$ cat src/rtl/key_sched_stream_pkg.sv
// rtl/key_sched_stream_pkg.sv - shared AES types, round constants, FSM states and GF(2^8) helpers
package key_sched_stream_pkg;

  localparam int NR = 10;

  typedef logic [7:0] byte_t;
  typedef byte_t [0:3] word_t;
  typedef word_t [0:3] block_t;

  localparam byte_t RCON [0:9] = '{
    8'h01, 8'h02, 8'h04, 8'h08, 8'h10, 8'h20, 8'h40, 8'h80, 8'h1b, 8'h36
  };

  typedef enum logic {IDLE, EMIT} ks_state_e;

  function automatic byte_t xtime(byte_t a);
    return {a[6:0], 1'b0} ^ (a[7] ? 8'h1b : 8'h00);
  endfunction

  function automatic byte_t gf_mul(byte_t a, byte_t b);
    byte_t p;
    byte_t t;
    p = '0;
    t = a;
    for (int i = 0; i < 8; i++) begin
      if (b[i]) p = p ^ t;
      t = xtime(t);
    end
    return p;
  endfunction

endpackage

$ cat src/rtl/key_sched_next.sv
// rtl/key_sched_next.sv - combinational AES-128 next-round-key function
module key_sched_next
  import key_sched_stream_pkg::*;
(
  input  logic [0:3][0:3][7:0] rk,
  input  logic [7:0]           rc,
  output logic [0:3][0:3][7:0] nk
);

  word_t sub;
  word_t t;
  word_t w0;
  word_t w1;
  word_t w2;
  word_t w3;

  // RotWord folded into the S-box input selection
  for (genvar i = 0; i < 4; i++) begin : g_sbox
    localparam int J = (i + 1) % 4;
    sbox u_sbox (
      .x (rk[3][J]),
      .y (sub[i])
    );
  end

  always_comb begin
    t     = sub;
    t[0]  = sub[0] ^ rc;
    w0    = rk[0] ^ t;
    w1    = rk[1] ^ w0;
    w2    = rk[2] ^ w1;
    w3    = rk[3] ^ w2;
    nk[0] = w0;
    nk[1] = w1;
    nk[2] = w2;
    nk[3] = w3;
  end

endmodule

$ cat src/rtl/sbox.sv
// rtl/sbox.sv - AES forward S-box: GF(2^8) multiplicative inverse followed by the affine map
module sbox
  import key_sched_stream_pkg::*;
(
  input  logic [7:0] x,
  output logic [7:0] y
);

  byte_t sq;
  byte_t inv;

  // x^254 == x^-1 (and 0 -> 0), built as x^2 * x^4 * ... * x^128
  always_comb begin
    sq  = gf_mul(x, x);
    inv = sq;
    for (int k = 0; k < 6; k++) begin
      sq  = gf_mul(sq, sq);
      inv = gf_mul(inv, sq);
    end
    y = inv ^ {inv[6:0], inv[7]} ^ {inv[5:0], inv[7:6]}
            ^ {inv[4:0], inv[7:5]} ^ {inv[3:0], inv[7:4]} ^ 8'h63;
  end

endmodule

$ cat src/rtl/key_sched_stream.sv
// rtl/key_sched_stream.sv - iterative AES-128 key schedule streaming round keys 0..NR
module key_sched_stream
  import key_sched_stream_pkg::*;
#(
  parameter int NR = key_sched_stream_pkg::NR
) (
  input  logic                 clk,
  input  logic                 rst,
  input  logic [0:3][0:3][7:0] key,
  input  logic                 key_valid,
  output logic                 key_ready,
  output logic [0:3][0:3][7:0] rk,
  output logic [3:0]           rk_round,
  output logic                 rk_last,
  output logic                 rk_valid,
  input  logic                 rk_ready
);

  if (NR != 10) begin : g_nr_check
    $error("key_sched_stream supports only NR = 10 (AES-128)");
  end

  localparam logic [3:0] LAST = 4'(NR);

  ks_state_e            state;
  ks_state_e            state_next;
  logic                 load;
  logic                 advance;
  logic [7:0]           rc;
  logic [0:3][0:3][7:0] rk_next;

  assign rc = (rk_round < LAST) ? RCON[rk_round] : 8'h00;

  key_sched_next u_next (
    .rk (rk),
    .rc (rc),
    .nk (rk_next)
  );

  always_ff @(posedge clk or negedge rst) begin
    if (!rst) state <= IDLE;
    else      state <= state_next;
  end

  always_comb begin
    state_next = state;
    key_ready  = 1'b0;
    rk_valid   = 1'b0;
    load       = 1'b0;
    advance    = 1'b0;
    case (state)
      IDLE: begin
        key_ready = 1'b1;
        if (key_valid) begin
          load       = 1'b1;
          state_next = EMIT;
        end
      end
      EMIT: begin
        rk_valid = 1'b1;
        if (rk_ready) begin
          if (rk_round == LAST) state_next = IDLE;
          else                  advance    = 1'b1;
        end
      end
      default: state_next = IDLE;
    endcase
  end

  // rk/rk_round/rk_last hold on backpressure and after the final handshake
  always_ff @(posedge clk or negedge rst) begin
    if (!rst) begin
      rk       <= '0;
      rk_round <= 4'd0;
      rk_last  <= 1'b0;
    end else if (load) begin
      rk       <= key;
      rk_round <= 4'd0;
      rk_last  <= 1'b0;
    end else if (advance) begin
      rk       <= rk_next;
      rk_round <= rk_round + 4'd1;
      rk_last  <= (rk_round + 4'd1 == LAST);
    end
  end

endmodule

$ cat config.mk
export PLATFORM = sky130hd
export DESIGN_NAME = key_sched_stream
export DESIGN_NICKNAME = d
export VERILOG_FILES = /design/src/rtl/key_sched_stream_pkg.sv /design/src/rtl/key_sched_next.sv /design/src/rtl/sbox.sv /design/src/rtl/key_sched_stream.sv
export SDC_FILE = /design/constraint.sdc
export NUM_CORES = 2
export LEC_CHECK = 0
export CORE_MARGIN = 2
export CORE_UTILIZATION = 30
export DETAILED_ROUTE_END_ITERATION = 12
export PLACE_DENSITY = 0.54
export SETUP_SLACK_MARGIN = 0.1
export SKIP_CTS_REPAIR_TIMING = 1
export SYNTH_ARGS = -nofsm -noshare
export SYNTH_HDL_FRONTEND = slang
export SYNTH_SLANG_ARGS = --single-unit
$ cat constraint.sdc
create_clock -name clk -period 24 [get_ports clk]
set_input_delay 4.8 -clock clk [delete_from_list [all_inputs] [get_ports clk]]
set_output_delay 4.8 -clock clk [all_outputs]
set_load 0.05 [all_outputs]
* Yosys cells after proc, flatten, opt, wreduce, memory -nomap -nowiden *
Memories as Yosys holds them, arrays and structs flattened.
Cells that the tools add are included.
Widths: inputs -> output; s select.

cells by class
  add/sub/neg operators = 1
  multipliers = 0
  div/mod/pow operators = 0
  order comparisons = 2
  equal/unequal tests = 2
  shift-type cells = 0
  multiplexer cells = 770
  bitwise logic cells = 727
  reductions and logical operators = 1

operator list
  cell                 count
  $mux 8               419
  $xor 8x8->8          381
  $xor 8x5->8          336
  $mux 5               336
  $mux 128             2
  $xor 32x32->32       4
  $not 4->4            4
  $mux 1               10
  $eq 4x4->1 const B   2
  $mux 4               2
  $ge 5x5->1 const B   1
  $not 4->5            1
  $add 4x1->4 const B  1
  $lt 4x4->1 const B   1
  $pmux 1 s2           1
  $reduce_bool 2->1    1
  $not 1->1            1

storage, ports and cells
  register bits after elaboration = 134
  latch bits = 0
  RAM bits = 0
  memory bits (read-only) = 128
  output and inout port bits = 135
  word-level logic and storage cells = 1523
  memories = 1

memories
  name             depth  width  read ports  clocked after Yosys merged registers in  write ports  line                    source
  (no name shown)  16     8      1           0                                        0            key_sched_stream.sv:32  assign rc = (rk_round < LAST) ? RCON[rk_round] : 8'h00;

* Logic depth before layout (Yosys ltp) *
  depth after elaboration = 139
  mapped depth = 71

* Hierarchy *
From an unflattened synthesis, not the netlist that was laid out.

second synthesis, totals
  cell total of the unflattened synthesis = 8409
  area, all modules = 69554.2 sq um

modules (own cells, without submodules)
  module            instances  cells each  area an instance (sq um)  sequential area each (sq um)
  sbox              4          1942        15220.8                   0.0
  key_sched_stream  1          466         7120.6                    3353.2
  key_sched_next    1          175         1550.2                    0.0

* Worst setup path after synthesis *
OpenSTA, ideal clock, no wires.

  kind = reg-to-reg
  start = reg, netlist name rk[22]
  end = reg, netlist name rk[27]
  library setup time = 0.069 ns
  arrival = 16.405 ns
  required time = 23.931 ns
  path slack = 7.526 ns
  cell stages (with the launch flop) = 67
  buffers on the path = 12
  period minus slack after synthesis = 16.474 ns
  cells stage by stage = dfrtp_1 > buf_6 > buf_12 > buf_6 > buf_2 > xor2_1 > xor2_1 > inv_2 > buf_2 > clkbuf_1 > ha_1 > xnor3_2 > nor2_1 > a2111oi_4 > xnor2_2 > xor2_2 > nand2_1 > or3_1 > [31 not listed] > xor3_1 > o21ai_1 > xnor2_1 > xnor3_1 > and3_1 > buf_4 > nor3_1 > xnor3_1 > xnor2_1 > xnor3_2 > xnor2_2 > or3_1 > and4_1 > buf_2 > or2_1 > xnor3_1 > or3_1 > nand3_1

on the way
  word-level cells in the longest chain between the ends = 135
  elaborated cells on any way between the ends = 370
  classes of those cells = mux (186); bitwise (184)

ends and longest elaborated chain
  what              line                        source
  $xor 8x5->8       key_sched_stream_pkg.sv:17  return {a[6:0], 1'b0} ^ (a[7] ? 8'h1b : 8'h00);
  $xor 8x8->8       key_sched_stream_pkg.sv:26  if (b[i]) p = p ^ t;
  $mux 8            key_sched_stream_pkg.sv:26
  $xor 8x8->8       key_sched_stream_pkg.sv:26
  $mux 8            key_sched_stream_pkg.sv:26
  $xor 8x8->8       key_sched_stream_pkg.sv:26
  $mux 8            key_sched_stream_pkg.sv:26
  $xor 8x8->8       key_sched_stream_pkg.sv:26
  [119 not listed]  -
  $xor 8x8->8 *     sbox.sv:21                  ^ {inv[4:0], inv[7:5]} ^ {inv[3:0], inv[7:4]} ^ 8'h63;
  $xor 8x8->8 *     key_sched_next.sv:28        t[0] = sub[0] ^ rc;
  $xor 32x32->32 *  key_sched_next.sv:29        w0 = rk[0] ^ t;
  $xor 32x32->32 *  key_sched_next.sv:30        w1 = rk[1] ^ w0;
  $xor 32x32->32 *  key_sched_next.sv:31        w2 = rk[2] ^ w1;
  $xor 32x32->32 *  key_sched_next.sv:32        w3 = rk[3] ^ w2;
  $mux 128 *        key_sched_stream.sv:80      end else if (advance) begin
  $mux 128 *        key_sched_stream.sv:76      end else if (load) begin

Mark *: on every way between the ends. The rest lies on a longest branch, timed or not. The select of a mux whose other input is x is not followed.
A chain may end at the register's enable or synchronous reset.

* Worst setup path in the final report *
  start = reg, netlist name rk[15]
  end = reg, netlist name rk[19]

on the way
  word-level cells in the longest chain between the ends = 134
  elaborated cells on any way between the ends = 369
  classes of those cells = mux (186); bitwise (183)

ends and longest elaborated chain
  what                                               line
  $mux 5 / $mux 8 (equally long branches)            key_sched_stream_pkg.sv:17, key_sched_stream_pkg.sv:26
  $xor 8x5->8 / $xor 8x8->8 (equally long branches)  key_sched_stream_pkg.sv:17, key_sched_stream_pkg.sv:26
  $xor 8x8->8 / $mux 8 (equally long branches)       key_sched_stream_pkg.sv:26
  $mux 8 / $xor 8x8->8 (equally long branches)       key_sched_stream_pkg.sv:26
  $xor 8x8->8 / $mux 8 (equally long branches)       key_sched_stream_pkg.sv:26
  $mux 8 / $xor 8x8->8 (equally long branches)       key_sched_stream_pkg.sv:26
  $xor 8x8->8 / $mux 8 (equally long branches)       key_sched_stream_pkg.sv:26
  $mux 8 / $xor 8x8->8 (equally long branches)       key_sched_stream_pkg.sv:26
  [118 not listed]                                   -
  $xor 8x8->8                                        sbox.sv:21
  $xor 8x8->8 *                                      sbox.sv:21
  $xor 32x32->32 *                                   key_sched_next.sv:29
  $xor 32x32->32 *                                   key_sched_next.sv:30
  $xor 32x32->32 *                                   key_sched_next.sv:31
  $xor 32x32->32 *                                   key_sched_next.sv:32
  $mux 128 *                                         key_sched_stream.sv:80
  $mux 128 *                                         key_sched_stream.sv:76

Marked as above.

==> results.py <==
metrics = {
    "critical_path": {
        "path_class": "flop to flop",
        "crit_top_cell": "xnor2_1",
        "data_required_time_of_the_critical_path_ns": 24.35,
        "regToRegSetupSlack_ns": 4.46,
        "cpMaxStageDelayCell": "xnor2_1",
        "critical_path.startpoint_type": "flop",
        "timing.rr.start": "rk[15]$_DFFE_PN0P_",
        "critical-path-max-stage-delay_ns": 0.99,
        "worst_r2r_path_depth": 51,
        "critPathMaxFanout": 23,
        "worstSetupEndpointType": "flop",
        "worst_ep_arrival_time_ns": 19.89,
        "worstReg2RegEnd": "rk[19]$_DFFE_PN0P_",
    },
    "routing": {
        "viasPerCell": 5.41,
        "drc": 0,
        "drtPass1Iterations": 6,
        "ant_nets": 0,
        "dr_total_vias": 61335,
        "postRouteWirelength_mm": 226,
        "detailedRoute.firstIterationViolations": 5105,
        "wl_per_cell_um": 19.9,
    },
    "sta": {
        "timing_worst_slew_pin_value_ns": 1.27,
        "report.final.hold_viol_count": 0,
        "slew_headroom": 0.149,
        "setup_tns_ns": 0,
        "worst_clock_skew_ns": 0.0173,
        "min_period_ns": 19.54,
        "slew_viol_final": 0,
        "timing.final.crit_share": 0.814,
        "rsz0062_at_grt": "no",
        "max_clock_freq_mhz": 51.2,
        "final-setup-viol-count": 0,
    },
    "logic_synthesis": {
        "synth.avg_cell_area_um2": 7.57,
        "ys.flop_type": "dfrtp_1",
        "yosysWarningCount": 0,
        "synth-seq-area-share": 0.0520,
        "synth-async-reset-ratio": 1.00,
        "ys_ff_latch": 134,
        "synth_area_mm2": 0.0645,
        "post_synth_num_cell_types": 128,
        "synth_enable_flop_cells": 0,
        "syn_nets": 8685,
        "synthesis.instances": 8528,
    },
    "placement": {
        "port-buffer-count": 266,
        "post-dp-hpwl_mm": 166,
        "gp_congestion": 0.920,
    },
    "layout": {
        "fillerInstances": 22496,
        "synthToLayoutAreaGrowth_pct": 9.88,
        "layout-drive-gt1-share": 0.0771,
        "final_net_count": 8624,
    },
    "global_route": {
        "grt_start_max_net_pins": 132,
        "first_global_vias": 58723,
        "gr-usage-all-layers": 0.198,
        "grt_remaining_overflow": 0,
        "number_of_antenna_violations_at_the_first_check_in_global_routing": 12,
        "global_route_wire_length_before_repair_mm": 350,
    },
    "flow_run": {
        "cap_viol_max_count": 0,
    },
    "floorplanning": {
        "io-pin-count": 267,
        "start_util": 0.301,
        "fp.dieArea_mm2": 0.219,
        "chipWidth_um": 468,
        "floorplan.die.height_um": 468,
        "floorplan.core_area_mm2": 0.214,
        "num_rows": 170,
    },
    "worst_hold_path": {
        "hold-path-endpoint": "rk_last$_DFFE_PN0P_",
        "hp-class": "flop to flop",
        "timing.hold.worst_path_depth": 2,
        "timing.hold.worst.start": "rk_last$_DFFE_PN0P_",
    },
    "clocking": {
        "tritoncts.num_buffers": 17,
        "clock_tree.root_cell": "clkbuf_16",
        "cts_max_level": 4,
        "clk_latency_ns": 0.51,
        "cts_tree": "done",
        "clock_tree.buffer_depth": 2,
        "clkSlewWorstSetupHoldPaths_ns": 0.08,
        "clkSinkCount": 134,
    },
    "outcome": {
        "status": "completed",
    },
}
[sequential cells by signal, indices dropped and copies added (netlist names)]
name	count
rk	128
rk_last	1
rk_round	4
state	1
[synthesized netlist by cell type, types with 27 or more instances]
| cell type | n | share of area |
|---|---|---|
| xnor2_1 | 1602 | 0.22 |
| nor2_1 | 1214 | 0.071 |
| nand2_1 | 854 | 0.050 |
| xor2_1 | 462 | 0.063 |
| a21oi_1 | 425 | 0.033 |
| o21ai_0 | 400 | 0.031 |
| clkbuf_1 | 356 | 0.021 |
| xnor3_1 | 330 | 0.12 |
| nor3_1 | 224 | 0.017 |
| nand3_1 | 218 | 0.017 |
| mux2i_1 | 185 | 0.029 |
| dfrtp_1 | 134 | 0.052 |
| buf_2 | 118 | 0.0092 |
| o22ai_1 | 114 | 0.011 |
| a22oi_1 | 105 | 0.012 |
| a211oi_1 | 97 | 0.011 |
| xnor2_2 | 93 | 0.023 |
| a31oi_1 | 78 | 0.0076 |
| o211ai_1 | 76 | 0.0088 |
| inv_1 | 71 | 0.0041 |
| nand2b_1 | 66 | 0.0064 |
| and2_1 | 64 | 0.0062 |
| nor2b_1 | 64 | 0.0062 |
| or3_1 | 58 | 0.0056 |
| xor3_1 | 51 | 0.019 |
| and3_1 | 48 | 0.0047 |
| buf_1 | 48 | 0.0028 |
| o21ai_1 | 45 | 0.0035 |
| buf_4 | 39 | 0.0045 |
| mux2_2 | 37 | 0.0065 |
| o31ai_1 | 36 | 0.0042 |
| a221o_1 | 34 | 0.0053 |
| xnor3_2 | 34 | 0.013 |
| o21a_1 | 33 | 0.0038 |
| nand4_1 | 32 | 0.0031 |
| a21o_1 | 30 | 0.0035 |
| a221oi_1 | 30 | 0.0041 |
| o211a_1 | 29 | 0.0045 |
| xor2_2 | 27 | 0.0068 |
[kinds of logic (layout without fill, tap and decap cells)]
logic type | Yosys count | count (layout) | synth area share
flip-flops | 134 | 134 | 0.0520
adder cells (fa/ha/maj) | 27 | 27 | 0.00516
XOR/XNOR | 2622 | 2622 | 0.466
multiplexers | 226 | 226 | 0.0361
buffers and inverters | 685 | 635 | 0.0480
AO/OA/AOI/OAI | 1839 | 1839 | 0.188
other | 0 | 11 | 0
AND/OR/NAND/NOR | 2995 | 2995 | 0.204
[layer usage]
layer	global-route usage	vias up	share of wire
li1	-	29464	-
met4	0.0726	0	0.034
met3	0.0137	230	0.045
met1	0.256	29641	0.43
met2	0.343	2000	0.49
met5	0	-	0
[worst max-delay path by stage]
stage | from | to | slack [ns] | depth (start not counted)
after floorplan | rk[22]$_DFFE_PN0P_ | rk[27]$_DFFE_PN0P_ | 7.53 | 66
after global placement | rk[31]$_DFFE_PN0P_ | rk[0]$_DFFE_PN0P_ | 5.18 | 50
after detailed placement | rk[15]$_DFFE_PN0P_ | rk[19]$_DFFE_PN0P_ | 4.71 | 51
after CTS | rk[15]$_DFFE_PN0P_ | rk[19]$_DFFE_PN0P_ | 4.48 | 51
after global routing | rk[15]$_DFFE_PN0P_ | rk[19]$_DFFE_PN0P_ | 2.98 | 51
final | rk[15]$_DFFE_PN0P_ | rk[19]$_DFFE_PN0P_ | 4.46 | 51
[through the flow]
step	cells	utilization	setup WS, ns	instance area, µm²	hold slack, ns
6_report	11327	0.331	4.46	70900	0.533
3_5_place_dp	11286	0.328	4.71	70300	0.520
2_1_floorplan	8528	-	7.53	64500	0.777
5_1_grt	11325	0.331	2.98	70900	0.567
4_1_cts	11316	0.331	4.48	70900	0.540
3_3_place_gp	11286	0.328	5.18	70300	0.498
[worst max-delay path, delay by kind of cell (launching register included)]
kind / cells / cell delay [ns]
simple gates: 7 / 1.68
fa+ha+maj: 2 / 1.13
compound gates: 10 / 1.89
flops: 1 / 0.88
buf+inv: 1 / 0.43
xor+xnor: 27 / 12.38
mux: 4 / 0.93
[placed cells by master (no fill, tap or decap), types with 30 or more instances in the layout]
cell type,instances
a21o_1,30
a22oi_1,105
nor3_1,224
inv_1,71
nor2_1,1212
nand2_1,854
xor2_2,38
a221oi_1,30
dfrtp_1,134
o211ai_1,76
nor2b_1,63
xnor2_2,136
xnor2_1,1559
o21a_1,33
a31oi_1,78
o21ai_1,45
buf_4,247
a21oi_1,425
xor3_1,51
and3_1,47
nand4_1,32
a221o_1,34
xor2_1,451
and2_1,64
mux2i_1,185
xnor3_1,329
clkdlybuf4s50_1,265
o22ai_1,114
xnor3_2,35
mux2_2,37
a211oi_1,97
nand2b_1,66
or3_1,58
o21ai_0,400
nand3_1,217
o31ai_1,36
[cell type report]
| cell class | instances | area (µm²) | share of cell area |
|---|---|---|---|
| Multi-Input combinational cell | 7709 | 58500 | 0.825 |
| Clock inverter | 12 | 146 | 0.00206 |
| Sequential cell | 134 | 3350 | 0.0473 |
| Timing Repair Buffer | 514 | 4540 | 0.0640 |
| Antenna cell | 11 | 27.5 | 0.000388 |
| Inverter | 91 | 342 | 0.00482 |
| Tap cell | 2838 | 3550 | 0.0501 |
| Clock buffer | 18 | 429 | 0.00605 |
Power is left out: the tool's default activity adds up to more than one toggle a clock period on the data nets, which glitch-free logic cannot reach.
